==> src/rtl/core_mem_arbiter.sv <==
// rtl/core_mem_arbiter.sv - fetch/data arbiter onto one single-ported variable-latency memory
//
// Purpose: grants the RV32I fetch stage or memory stage access to a shared
// req/ack memory, returns completion pulses and read data, and drives the
// per-stage stall signals for the hazard unit. Accesses that never get an ack
// are ended by a timeout with bus_err. Killed fetches drain silently.
//
// Optional feature macro: MEM_ARB_RR_EN
//   defined   -> round-robin between fetch and data when both are pending
//   undefined -> data always wins over fetch
//
// Ports:
//   clk, rst                  clock (rising edge), async active-low reset
//   if_req/if_addr/if_kill    fetch request, address, branch-redirect kill
//   if_rdata/if_valid         fetched word and its one-cycle completion pulse
//   if_stall                  fetch stage hold
//   d_req/d_we/d_addr/d_wdata/d_be  data request fields
//   d_rdata/d_valid           load data and its one-cycle completion pulse
//   d_stall                   memory stage hold
//   bus_err                   pulses with the valid of a timed-out access
//   mem_req/mem_we/mem_addr/mem_wdata/mem_be  registered memory request
//   mem_ack/mem_rdata         memory completion and read data

module core_mem_arbiter #(
  parameter int ADDR_W  = 32,
  parameter int DATA_W  = 32,
  parameter int TIMEOUT = 255
) (
  input  logic                clk,
  input  logic                rst,
  input  logic                if_req,
  input  logic [ADDR_W-1:0]   if_addr,
  input  logic                if_kill,
  output logic [DATA_W-1:0]   if_rdata,
  output logic                if_valid,
  output logic                if_stall,
  input  logic                d_req,
  input  logic                d_we,
  input  logic [ADDR_W-1:0]   d_addr,
  input  logic [DATA_W-1:0]   d_wdata,
  input  logic [DATA_W/8-1:0] d_be,
  output logic [DATA_W-1:0]   d_rdata,
  output logic                d_valid,
  output logic                d_stall,
  output logic                bus_err,
  output logic                mem_req,
  output logic                mem_we,
  output logic [ADDR_W-1:0]   mem_addr,
  output logic [DATA_W-1:0]   mem_wdata,
  output logic [DATA_W/8-1:0] mem_be,
  input  logic                mem_ack,
  input  logic [DATA_W-1:0]   mem_rdata
);

  localparam int CNT_W   = (TIMEOUT > 1) ? $clog2(TIMEOUT + 1) : 1;
  localparam int TO_LAST = (TIMEOUT > 0) ? TIMEOUT - 1 : 0;

  typedef enum logic [1:0] {IDLE, BUSY_I, BUSY_D, DRAIN_I} state_t;

  state_t           state;
  state_t           state_nxt;
  logic             last_grant;   // 0 = fetch, 1 = data
  logic [CNT_W-1:0] tcnt;

  logic d_elig;
  logic i_elig;
  logic grant_d;
  logic grant_i;
  logic timeout;

  // A requester whose valid is high this cycle is the one just served and
  // must not be regranted on the same (stale) request.
  assign d_elig = d_req & ~d_valid;
  assign i_elig = if_req & ~if_kill & ~if_valid;

`ifdef MEM_ARB_RR_EN
  assign grant_d = (state == IDLE) & d_elig & (~i_elig | ~last_grant);
`else
  assign grant_d = (state == IDLE) & d_elig;
`endif
  assign grant_i = (state == IDLE) & i_elig & ~grant_d;

  // tcnt holds (busy cycles - 1); an ack on the final allowed cycle wins.
  assign timeout = (TIMEOUT != 0) && (tcnt == CNT_W'(TO_LAST)) && !mem_ack;

  assign if_stall = rst & if_req & ~if_valid & ~if_kill;
  assign d_stall  = rst & d_req & ~d_valid;

  // State register
  always_ff @(posedge clk or negedge rst) begin
    if (!rst) state <= IDLE;
    else      state <= state_nxt;
  end

  // Next-state logic
  always_comb begin
    state_nxt = state;
    case (state)
      IDLE: begin
        if (grant_d)      state_nxt = BUSY_D;
        else if (grant_i) state_nxt = BUSY_I;
      end
      BUSY_D: begin
        if (mem_ack || timeout) state_nxt = IDLE;
      end
      BUSY_I: begin
        if (mem_ack || timeout) state_nxt = IDLE;
        else if (if_kill)       state_nxt = DRAIN_I;
      end
      DRAIN_I: begin
        if (mem_ack || timeout) state_nxt = IDLE;
      end
      default: state_nxt = IDLE;
    endcase
  end

  // Output/control decode
  logic load_mem;
  logic end_tx;
  logic i_done;
  logic d_done;
  logic err_done;

  always_comb begin
    load_mem = 1'b0;
    end_tx   = 1'b0;
    i_done   = 1'b0;
    d_done   = 1'b0;
    err_done = 1'b0;
    case (state)
      IDLE: begin
        load_mem = grant_d | grant_i;
      end
      BUSY_D: begin
        end_tx   = mem_ack | timeout;
        d_done   = mem_ack | timeout;
        err_done = timeout;
      end
      BUSY_I: begin
        // A kill coinciding with ack or timeout discards the result.
        end_tx   = mem_ack | timeout;
        i_done   = (mem_ack | timeout) & ~if_kill;
        err_done = timeout & ~if_kill;
      end
      DRAIN_I: begin
        end_tx   = mem_ack | timeout;
      end
      default: ;
    endcase
  end

  // Registered memory request, completion pulses and read data
  always_ff @(posedge clk or negedge rst) begin
    if (!rst) begin
      mem_req    <= 1'b0;
      mem_we     <= 1'b0;
      mem_addr   <= '0;
      mem_wdata  <= '0;
      mem_be     <= '0;
      if_valid   <= 1'b0;
      d_valid    <= 1'b0;
      bus_err    <= 1'b0;
      if_rdata   <= '0;
      d_rdata    <= '0;
      last_grant <= 1'b0;
      tcnt       <= '0;
    end else begin
      if_valid <= i_done;
      d_valid  <= d_done;
      bus_err  <= err_done;

      if (load_mem) begin
        mem_req    <= 1'b1;
        mem_we     <= grant_d & d_we;
        mem_addr   <= grant_d ? d_addr : if_addr;
        mem_wdata  <= grant_d ? d_wdata : '0;
        mem_be     <= grant_d ? d_be : '1;
        last_grant <= grant_d;
        tcnt       <= '0;
      end else if (end_tx) begin
        mem_req <= 1'b0;
        tcnt    <= '0;
      end else if (state != IDLE) begin
        tcnt <= tcnt + CNT_W'(1);
      end

      if (i_done) if_rdata <= err_done ? '0 : mem_rdata;
      if (d_done) d_rdata  <= err_done ? '0 : mem_rdata;
    end
  end

endmodule

==> config.mk <==
export PLATFORM = sky130hd
export DESIGN_NAME = core_mem_arbiter
export DESIGN_NICKNAME = d
export VERILOG_FILES = /design/src/rtl/core_mem_arbiter.sv
export SDC_FILE = /design/constraint.sdc
export NUM_CORES = 1
export LEC_CHECK = 0
export CAP_MARGIN = 10
export CORE_UTILIZATION = 30
export CTS_CLUSTER_SIZE = 12
export DETAILED_ROUTE_END_ITERATION = 6
export HOLD_SLACK_MARGIN = 0.12
export PLACE_DENSITY = 0.67
export REMOVE_ABC_BUFFERS = 1
export SYNTH_ARGS = -nofsm -noshare
export SYNTH_HDL_FRONTEND = slang
export SYNTH_SLANG_ARGS = --single-unit
==> constraint.sdc <==
create_clock -name clk -period 2.86 [get_ports clk]
set_clock_uncertainty 0.2 [all_clocks]
set_input_delay 0.572 -clock clk [delete_from_list [all_inputs] [get_ports clk]]
set_output_delay 0.572 -clock clk [all_outputs]
set_load 0.005 [all_outputs]
; ---- Word level (Yosys, flattened, before mapping)
; Cells that the tools add are included.
[classes]
add_sub_neg = 1
mux = 20
n_eq_ne = 7
n_bitwise = 20
reduce_logical = 10
[op_table]
columns = op, count
row1 = $mux W32, 3
row2 = $mux W8, 3
row3 = $and A1 B1 Y1, 14
row4 = $mux W2, 5
row5 = $add A8 B1 Y8 const B, 1
row6 = $eq A8 B8 Y1 const B, 1
row7 = $mux W1, 6
row8 = $ne A3 B3 Y1 const B, 2
row9 = $pmux W2 S3, 1
row10 = $eq A2 B2 Y1 const B, 2
row11 = $mux W4, 1
row12 = $not A1 Y1, 4
row13 = $reduce_bool A2 Y1, 2
row14 = $reduce_and A3 Y1, 1
row15 = $reduce_bool A3 Y1, 1
row16 = $reduce_or A3 Y1, 1
row17 = $eq A2 B1 Y1 const B, 1
row18 = $logic_not A2 Y1, 1
row19 = $ne A2 B1 Y1 const B, 1
row20 = $or A1 B1 Y1, 2
row21 = $pmux W1 S2, 1
row22 = $reduce_or A2 Y1, 1
row23 = $logic_and A1 B1 Y1, 1
row24 = $logic_not A1 Y1, 1
row25 = $logic_or A1 B1 Y1, 1
[totals]
output_inout_bits = 139
reg_bits = 147

; ---- Logic depth before layout (Yosys ltp)
; Gate-level depths: netlist of the first run.
[logic_depth]
depth_word = 8
ltp_mapped = 8

; ---- Worst setup path after synthesis of the first run
; OpenSTA, ideal clock, no wires.
[synth_path]
kind = reg-to-reg
start = register tcnt[0]
end = register d_rdata[10]
t_arrival_ps = 1738
path_slack_ps = 797
setup_ps = 125
path_buffers = 2
required_time_ps = 2535
stages_incl_launch_ff = 9
period_less_slack_ps = 2063
cell_sequence = dfrtp_1 inv_1 ha_1 and3_1 a21oi_4 nand2b_4 buf_6 buf_6 mux2_4
[synth_between]
elab_chain_cells = 5
elab_cells_between_ends = 7
[synth_rtl]
columns = element, line
row1 = start: declaration, 63  ; logic [CNT_W-1:0] tcnt;
row2 = start signal: assignment, 184  ; tcnt <= tcnt + CNT_W'(1);
row3 = $eq A8 B8 Y1 *, 84  ; assign timeout = (TIMEOUT != 0) && (tcnt == CNT_W'(TO_LAST)) && !mem_ack;
row4 = $logic_and A1 B1 Y1 *, 84
row5 = $and A1 B1 Y1, 143  ; err_done = timeout & ~if_kill;
row6 = $pmux W1 S2, 130  ; case (state)
row7 = $mux W32, 188  ; if (d_done) d_rdata <= err_done ? '0 : mem_rdata;
row8 = end signal: assignment, 188
row9 = end: declaration, 42  ; output logic [DATA_W-1:0] d_rdata,
; Mark *: on every way between the ends. The rest lies on a longest branch, timed or not.
; A chain may end at the register's enable or synchronous reset.

; ---- Worst setup path after layout of the first run
[layout_path]
start = input if_kill
end = output if_stall
[layout_between]
elab_chain_cells = 2
[layout_rtl]
columns = element, line
row1 = start: declaration, 33  ; input logic if_kill,
row2 = $not A1 Y1, 86  ; assign if_stall = rst & if_req & ~if_valid & ~if_kill;
row3 = $and A1 B1 Y1, 86
row4 = end: declaration, 36  ; output logic if_stall,
; Every way passes these cells.

==> metrics.txt, run 1 <==
# TYPE chip_impl_metric gauge
chip_impl_info{name="crit_path_top_delay_cell",value="clkdlybuf4s50_1"} 1
chip_impl_metric{name="drt_drc_violations_left",unit=""} 0
chip_impl_metric{name="post-route-util",unit="%"} 49.3
chip_impl_metric{name="floorplan.die.width",unit="um"} 147
chip_impl_metric{name="worst_r2r_path_depth",unit=""} 7
chip_impl_metric{name="die_ht",unit="um"} 147
chip_impl_metric{name="switching_share",unit="%"} 30.0
chip_impl_metric{name="totalWireLength",unit="um"} 18000
chip_impl_metric{name="timing_worst_slew_pin_value",unit="ns"} 1.05
chip_impl_metric{name="multiInputGateArea",unit="um^2"} 2420
chip_impl_metric{name="maxCapViolCount",unit=""} 0
chip_impl_metric{name="wire_per_inst",unit="um"} 16.7
chip_impl_metric{name="ys_seq_area_share",unit="%"} 58.5
chip_impl_metric{name="io_pins",unit=""} 278
chip_impl_metric{name="grt_use_total",unit="%"} 17.2
chip_impl_metric{name="grt-ovfl-total",unit=""} 0
chip_impl_metric{name="die_area",unit="um^2"} 21600
chip_impl_metric{name="seq_power_share",unit="%"} 34.8
chip_impl_metric{name="hold-worst-slack",unit="ns"} 0.0718
chip_impl_metric{name="core_region_area",unit="um^2"} 20400
chip_impl_metric{name="cts_inserted_buffers",unit=""} 17
chip_impl_metric{name="area_growth_syn_to_layout",unit="%"} 59.6
chip_impl_metric{name="maxClockFrequency",unit="MHz"} 362
chip_impl_metric{name="slew-limit-headroom",unit="%"} 29.6
chip_impl_metric{name="preCtsSetupSlack",unit="ns"} 0.0696
chip_impl_info{name="min_path_type",value="input pin to async pin"} 1
chip_impl_metric{name="r2r_slack",unit="ns"} 0.49
chip_impl_metric{name="antenna_found_initial",unit=""} 0
chip_impl_info{name="rsz0062_at_grt",value="false"} 1
chip_impl_metric{name="wl_met1",unit="um"} 7890
chip_impl_metric{name="rows",unit=""} 52
chip_impl_metric{name="cts.clk_slew.worst_paths",unit="ns"} 0.06
chip_impl_metric{name="total_power",unit="mW"} 10.3
chip_impl_metric{name="route.vias.total",unit=""} 4977
chip_impl_info{name="topRoutingLayerUsed",value="met4"} 1
chip_impl_info{name="r2r_end",value="d_rdata[6]"} 1
chip_impl_info{name="status",value="finished, final reports clean"} 1
chip_impl_metric{name="share_of_final_layout_standard_cells_stronger_than_drive_strength_1",unit="%"} 14.9
chip_impl_metric{name="pwr-share-comb",unit="%"} 42.8
chip_impl_metric{name="synthDistinctLibCells",unit=""} 38
chip_impl_info{name="clock_tree_from_tritoncts",value="yes"} 1
chip_impl_metric{name="hold_viol",unit=""} 0
chip_impl_metric{name="route.antenna.remaining_nets",unit=""} 0
chip_impl_metric{name="finalSetupViolCount",unit=""} 0
chip_impl_metric{name="yosysWarningCount",unit=""} 0
chip_impl_metric{name="clock_power_share",unit="%"} 22.4
chip_impl_metric{name="grt_pass1_vias",unit=""} 5113
chip_impl_info{name="synth_largest_area_cell",value="dfrtp_1"} 1
chip_impl_info{name="cts_root_buf",value="clkbuf_16"} 1
chip_impl_metric{name="timing.critical_path.fanout_max",unit=""} 4
chip_impl_metric{name="regArea",unit="um^2"} 3680
chip_impl_metric{name="detail_route.iter0.violations",unit=""} 161
chip_impl_metric{name="setup_slack",unit="ns"} 0.0942
chip_impl_metric{name="grt_start_max_net_pins",unit=""} 126
chip_impl_metric{name="async_reset_ff_share",unit="%"} 100
chip_impl_metric{name="met3RoutedLength",unit="um"} 1990
chip_impl_metric{name="met2RoutedLength",unit="um"} 7930
chip_impl_metric{name="slowest_delay",unit="ns"} 0.49
chip_impl_info{name="critical_path.startpoint_type",value="input pin"} 1
chip_impl_metric{name="port_buffers",unit=""} 277
chip_impl_metric{name="clock_sinks",unit=""} 147
chip_impl_info{name="worstPathCellList",value="clkdlybuf4s50_1 -> nor3b_2 -> buf_4 -> and2_1 -> clkdlybuf4s50_1"} 1
chip_impl_metric{name="post_synth_instance_area",unit="um^2"} 6290
chip_impl_metric{name="synth-edff-count",unit=""} 0
chip_impl_metric{name="dp_hpwl",unit="um"} 12300
chip_impl_metric{name="synthDominantCellAreaShare",unit="%"} 58.5
chip_impl_metric{name="htree_levels",unit=""} 4
chip_impl_metric{name="power.static_leakage",unit="nW"} 4.31
chip_impl_metric{name="power.ir.vdd_worst",unit="mV"} 0.442
chip_impl_metric{name="slew_violations",unit=""} 0
chip_impl_metric{name="gp_congestion",unit=""} 0.756
chip_impl_metric{name="cell_count_after_synthesis",unit=""} 516
chip_impl_metric{name="internal_power_summed_over_all_cells",unit="mW"} 7.21
chip_impl_metric{name="initial_core_util",unit="%"} 30.9
chip_impl_info{name="synth-main-ff-cell",value="dfrtp_1"} 1
chip_impl_metric{name="wire_length_of_the_first_global_routing_pass",unit="um"} 28600
chip_impl_metric{name="syn_area_per_cell",unit="um^2"} 12.2
chip_impl_metric{name="layout_worst_path_cycle_share",unit="%"} 96.7
chip_impl_info{name="worst-setup-path-type",value="input pin to output port"} 1
chip_impl_metric{name="cts_buffer_depth",unit=""} 2
chip_impl_metric{name="diodes",unit=""} 0
chip_impl_metric{name="worstPathRequired",unit="ns"} 2.09
chip_impl_metric{name="flop_and_latch_count_out_of_synthesis",unit=""} 147
chip_impl_info{name="synth.top_cells.by_area",value="dfrtp_1 58%, mux2_4 6.9%, mux2_2 6.3%"} 1
chip_impl_metric{name="cell_area_power_density",unit="nW/um^2"} 1030
chip_impl_info{name="regToRegStartpoint",value="tcnt[0]"} 1
chip_impl_metric{name="signal_arrival_time_at_the_worst_endpoint",unit="ns"} 1.99
chip_impl_metric{name="layout.filler_cells",unit=""} 1828
chip_impl_metric{name="clock_insertion_delay_worst_skew",unit="ns"} 0.41
chip_impl_info{name="timing.critical_path.to_type",value="output port"} 1
chip_impl_metric{name="period_minus_slack",unit="ns"} 2.77
chip_impl_metric{name="num-nets-final",unit=""} 938
chip_impl_info{name="timing.critical_path.mode_cell",value="clkdlybuf4s50_1"} 1
chip_impl_metric{name="routed_via_density",unit=""} 4.63
chip_impl_metric{name="totalNegativeSetupSlack",unit="ns"} 0
chip_impl_metric{name="drt_first_pass_iters",unit=""} 6
chip_impl_metric{name="net_switching_power",unit="mW"} 3.08
## sequential cells by signal, indices dropped and copies added, names as in the netlist
register	count
if_valid	1
tcnt	8
mem_wdata	32
mem_addr	32
mem_req	1
d_rdata	32
mem_we	1
state	2
if_rdata	32
mem_be	4
bus_err	1
d_valid	1
## what timing repair did
action | 4_1_cts | 5_1_grt
endpoints found under the setup margin | 0 | 1
buffers inserted | 0 | 0
endpoints found under the hold margin | 22 | 0
hold buffers | 1 | 0
resized for setup | 0 | 1
## metrics by stage
step           std cells  instance area, um^2
4_1_cts             1075                10000
3_3_place_gp        1042                 9420
3_5_place_dp        1042                 9420
6_report            1075                10000
5_1_grt             1075                10000
2_1_floorplan        482                 6100
## power groups by stage
stage | clock, mW | combinational, mW | sequential (mW)
final | 2.30 | 4.41 | 3.58
after global routing | 2.45 | 4.78 | 3.71
after CTS | 2.37 | 4.48 | 3.59
after detailed placement | 0 | 4.46 | 3.60
after global placement | 0 | 4.44 | 3.58
after floorplan | 0 | 1.67 | 3.64
## synthesized netlist by cell type (3+ instances only)
cell type,n
nor2_1,41
buf_1,3
o22a_1,4
buf_2,9
mux2_2,35
and2_1,35
dfrtp_1,147
a22o_1,33
ha_1,7
a31oi_1,34
clkbuf_1,14
a21oi_1,5
or3_1,4
mux2_4,29
nand3_1,3
buf_6,6
nand2_1,71
inv_1,5
nor2b_1,5
## layout make-up
class,instances,area share [%]
well taps,270,3.36
clock buffers,18,4.37
clock inverters,14,1.64
inverters,5,0.187
flip-flops and latches,147,36.6
multi-input cells,330,24.1
repair buffers,291,29.7
## kinds of logic (layout without fill, tap and decap cells)
logic type | count (synthesis) | after routing | share of synthesized area [%]
and+or+nand+nor | 167 | 167 | 12.5
muxes | 66 | 66 | 13.5
buffers and inverters | 39 | 328 | 3.34
DFF | 147 | 147 | 58.5
adders and majority gates | 7 | 7 | 1.39
xor gates and xnor gates | 3 | 3 | 0.418
AOI/OAI and AO/OA | 87 | 87 | 10.4
## how the worst max path moves through the flow
stage	startpoint	to	slack (ns)	cells after the start
floorplan	tcnt[0]	if_rdata[0]	-0.28	6
global placement	if_req	if_stall	0.05	5
detailed placement	if_kill	if_stall	0.07	5
CTS	if_kill	if_stall	0.06	5
global route	if_kill	if_stall	0.03	5
finish	if_kill	if_stall	0.09	5
## layer usage
metal / global-route usage (%) / up-vias
li1: - / 2352
met1: 21.9 / 2400
met2: 26.5 / 215
met3: 7.67 / 10
met4: 4.27 / 0
met5: 0 / -
## layout by cell type (no fill, tap or decap), types with 3 or more instances in the layout
master / synthesis / layout
a31oi_1: 34 / 34
clkbuf_16: 0 / 17
nor2_1: 41 / 41
clkinvlp_4: 0 / 4
buf_4: 2 / 5
ha_1: 7 / 7
inv_1: 5 / 5
a22o_1: 33 / 33
a21oi_1: 5 / 5
or3_1: 4 / 4
o22a_1: 4 / 4
nand2_1: 71 / 71
clkdlybuf4s50_1: 0 / 276
inv_6: 0 / 6
nor2b_1: 5 / 4
mux2_4: 29 / 29
mux2_2: 35 / 35
nand3_1: 3 / 3
buf_12: 0 / 8
dfrtp_1: 147 / 147
and2_1: 35 / 34
## critical path, delay by kind of cell
kind,cells,cell delay (ns)
buffers and inverters,3,1.10
AND/OR/NAND/NOR,2,0.31
(Power assumes the default switching activity.)
==> run 2, diff against run 1 <==
--- a/config.mk
+++ b/config.mk
@@ -5,7 +5,7 @@
 export SDC_FILE = /design/constraint.sdc
 export NUM_CORES = 1
 export LEC_CHECK = 0
-export CAP_MARGIN = 10
+export CAP_MARGIN = 40
 export CORE_UTILIZATION = 30
 export CTS_CLUSTER_SIZE = 12
 export DETAILED_ROUTE_END_ITERATION = 6
==> constraint.sdc (replaced) <==
create_clock -name clk -period 2.6 [get_ports clk]
set_clock_uncertainty 0.2 [all_clocks]
set_input_delay 0.52 -clock clk [delete_from_list [all_inputs] [get_ports clk]]
set_output_delay 0.52 -clock clk [all_outputs]
set_load 0.005 [all_outputs]
==> metrics.txt, run 2 (same netlist as run 1, synthesis figures left out) <==
# TYPE chip_impl_metric gauge
chip_impl_info{name="crit_path_top_delay_cell",value="dlygate4sd3_1"} 1
chip_impl_metric{name="antenna_found_initial",unit=""} 0
chip_impl_metric{name="initial_core_util",unit="%"} 30.9
chip_impl_info{name="worst-setup-path-type",value="input pin to output port"} 1
chip_impl_metric{name="totalNegativeSetupSlack",unit="ns"} 0
chip_impl_metric{name="routed_via_density",unit=""} 4.61
chip_impl_metric{name="slew-limit-headroom",unit="%"} 48.0
chip_impl_metric{name="drt_first_pass_iters",unit=""} 4
chip_impl_info{name="timing.critical_path.to_type",value="output port"} 1
chip_impl_metric{name="maxClockFrequency",unit="MHz"} 391
chip_impl_metric{name="htree_levels",unit=""} 4
chip_impl_metric{name="slowest_delay",unit="ns"} 0.55
chip_impl_info{name="mostFrequentLayoutCell",value="clkdlybuf4s50_1"} 1
chip_impl_metric{name="detail_route.iter0.violations",unit=""} 138
chip_impl_info{name="cts_root_buf",value="clkbuf_16"} 1
chip_impl_metric{name="power.static_leakage",unit="nW"} 4.35
chip_impl_metric{name="route.vias.total",unit=""} 4979
chip_impl_metric{name="timing_worst_slew_pin_value",unit="ns"} 0.780
chip_impl_metric{name="hold-worst-slack",unit="ns"} 0.304
chip_impl_metric{name="cts.repair_timing.setup_buffer_count",unit=""} 0
chip_impl_metric{name="area_growth_syn_to_layout",unit="%"} 59.9
chip_impl_metric{name="port_buffers",unit=""} 277
chip_impl_metric{name="wire_per_inst",unit="um"} 16.8
chip_impl_metric{name="wire_length_of_the_first_global_routing_pass",unit="um"} 28500
chip_impl_info{name="worstPathCellList",value="dlygate4sd3_1 -> buf_6 -> and2_1 -> clkdlybuf4s50_1"} 1
chip_impl_metric{name="r2r_slack",unit="ns"} 0.33
chip_impl_metric{name="floorplan.die.width",unit="um"} 147
chip_impl_metric{name="drt_drc_violations_left",unit=""} 0
chip_impl_metric{name="rows",unit=""} 52
chip_impl_info{name="r2r_end",value="d_rdata[3]"} 1
chip_impl_metric{name="num-nets-final",unit=""} 942
chip_impl_metric{name="layout_worst_path_cycle_share",unit="%"} 98.3
chip_impl_metric{name="clock_sinks",unit=""} 147
chip_impl_metric{name="core_region_area",unit="um^2"} 20400
chip_impl_metric{name="hold_path_depth",unit=""} 1
chip_impl_metric{name="io_pins",unit=""} 278
chip_impl_metric{name="clock_insertion_delay_worst_skew",unit="ns"} 0.41
chip_impl_info{name="final_cell_mix",value="274 x clkdlybuf4s50_1, 147 x dfrtp_1, 71 x nand2_1"} 1
chip_impl_metric{name="cts_buffer_depth",unit=""} 2
chip_impl_info{name="status",value="finished, final reports clean"} 1
chip_impl_metric{name="cts.clk_slew.worst_paths",unit="ns"} 0.07
chip_impl_metric{name="hold_viol",unit=""} 0
chip_impl_info{name="clock_tree_from_tritoncts",value="yes"} 1
chip_impl_metric{name="timing.critical_path.fanout_max",unit=""} 4
chip_impl_metric{name="cell_area_power_density",unit="nW/um^2"} 1120
chip_impl_info{name="critPathLaunch",value="rst"} 1
chip_impl_metric{name="grt_use_total",unit="%"} 17.2
chip_impl_metric{name="grt-ovfl-total",unit=""} 0
chip_impl_metric{name="finalSetupViolCount",unit=""} 0
chip_impl_metric{name="route.antenna.remaining_nets",unit=""} 0
chip_impl_info{name="hold_path_startpoint",value="mem_wdata[3]"} 1
chip_impl_metric{name="grt_pass1_vias",unit=""} 4982
chip_impl_metric{name="placed_cells",unit=""} 1045
chip_impl_metric{name="cts_inserted_buffers",unit=""} 17
chip_impl_metric{name="die_area",unit="um^2"} 21600
chip_impl_metric{name="gp_congestion",unit=""} 0.762
chip_impl_metric{name="maxCapViolCount",unit=""} 0
chip_impl_metric{name="diodes",unit=""} 0
chip_impl_metric{name="dp_hpwl",unit="um"} 12200
chip_impl_metric{name="slew_violations",unit=""} 0
chip_impl_metric{name="grt_start_max_net_pins",unit=""} 144
chip_impl_metric{name="finalNonFillerCells",unit=""} 1079
chip_impl_metric{name="share_of_final_layout_standard_cells_stronger_than_drive_strength_1",unit="%"} 15.2
chip_impl_info{name="rsz0062_at_grt",value="false"} 1
chip_impl_metric{name="power.ir.vdd_worst",unit="mV"} 0.520
chip_impl_info{name="critical_path.startpoint_type",value="input pin"} 1
chip_impl_metric{name="worst_r2r_path_depth",unit=""} 7
chip_impl_metric{name="die_ht",unit="um"} 147
chip_impl_metric{name="worstPathRequired",unit="ns"} 1.88
chip_impl_info{name="timing.hold.worst_endpoint",value="mem_wdata[3]"} 1
chip_impl_info{name="regToRegStartpoint",value="tcnt[0]"} 1
chip_impl_metric{name="totalWireLength",unit="um"} 18100
chip_impl_metric{name="period_minus_slack",unit="ns"} 2.56
chip_impl_metric{name="signal_arrival_time_at_the_worst_endpoint",unit="ns"} 1.84
chip_impl_info{name="min_path_type",value="flop to flop"} 1
[run 2: how the worst max path moves through the flow]
| stage | to | slack (ns) | cells past startpoint |
|---|---|---|---|
| floorplan | if_rdata[0] | -0.54 | 6 |
| global placement | if_stall | -0.04 | 5 |
| detailed placement | if_stall | -0.05 | 5 |
| CTS | if_stall | 0.01 | 5 |
| global route | d_stall | 0.006 | 4 |
| finish | d_stall | 0.04 | 4 |
[run 2: per-layer routing]
layer	GRT usage, %	vias up	wire (um)
met5	0	-	0
met4	4.90	0	193
met3	6.74	14	1760
met2	26.4	216	8080
met1	22.5	2396	8050
li1	-	2353	-
[run 2: area by class of cell]
cell class | instances | area [um^2]
fillers | 1851 | 10300
multi-input cells | 330 | 2420
inverters | 5 | 18.8
clock buffers | 18 | 439
repair buffers | 295 | 3030
clock inverters | 14 | 138
well taps | 270 | 338
flip-flops and latches | 147 | 3680
[run 2: worst max-delay path, delay by kind of cell]
kind          cells  cell delay (ns)
buf+inv           3             1.18
simple gates      1             0.13
[run 2: per-stage QoR]
stage / setup WS (ns) / utilization, % / instance area, um^2 / total power [mW]
global route: 0.00635 / 49.4 / 10100 / 12.0
global placement: -0.0378 / 46.4 / 9460 / 8.84
detailed placement: -0.0457 / 46.4 / 9460 / 8.89
finish: 0.0449 / 49.4 / 10100 / 11.2
floorplan: -0.542 / - / 6100 / 5.83
CTS: 0.0120 / 49.4 / 10100 / 11.4
[run 2: repair_timing]
item	4_1_cts	5_1_grt
setup endpoints to repair	1	1
endpoints found under the hold margin	4	0
cloned	0	0
hold buffers	2	0
gates resized for setup	2	1
[run 2: where the power goes]
part / leakage [nW] / internal [mW] / switching [mW]
Clock: 0.279 / 1.30 / 1.12
Combinational: 2.30 / 3.12 / 1.75
Sequential: 1.77 / 3.35 / 0.599
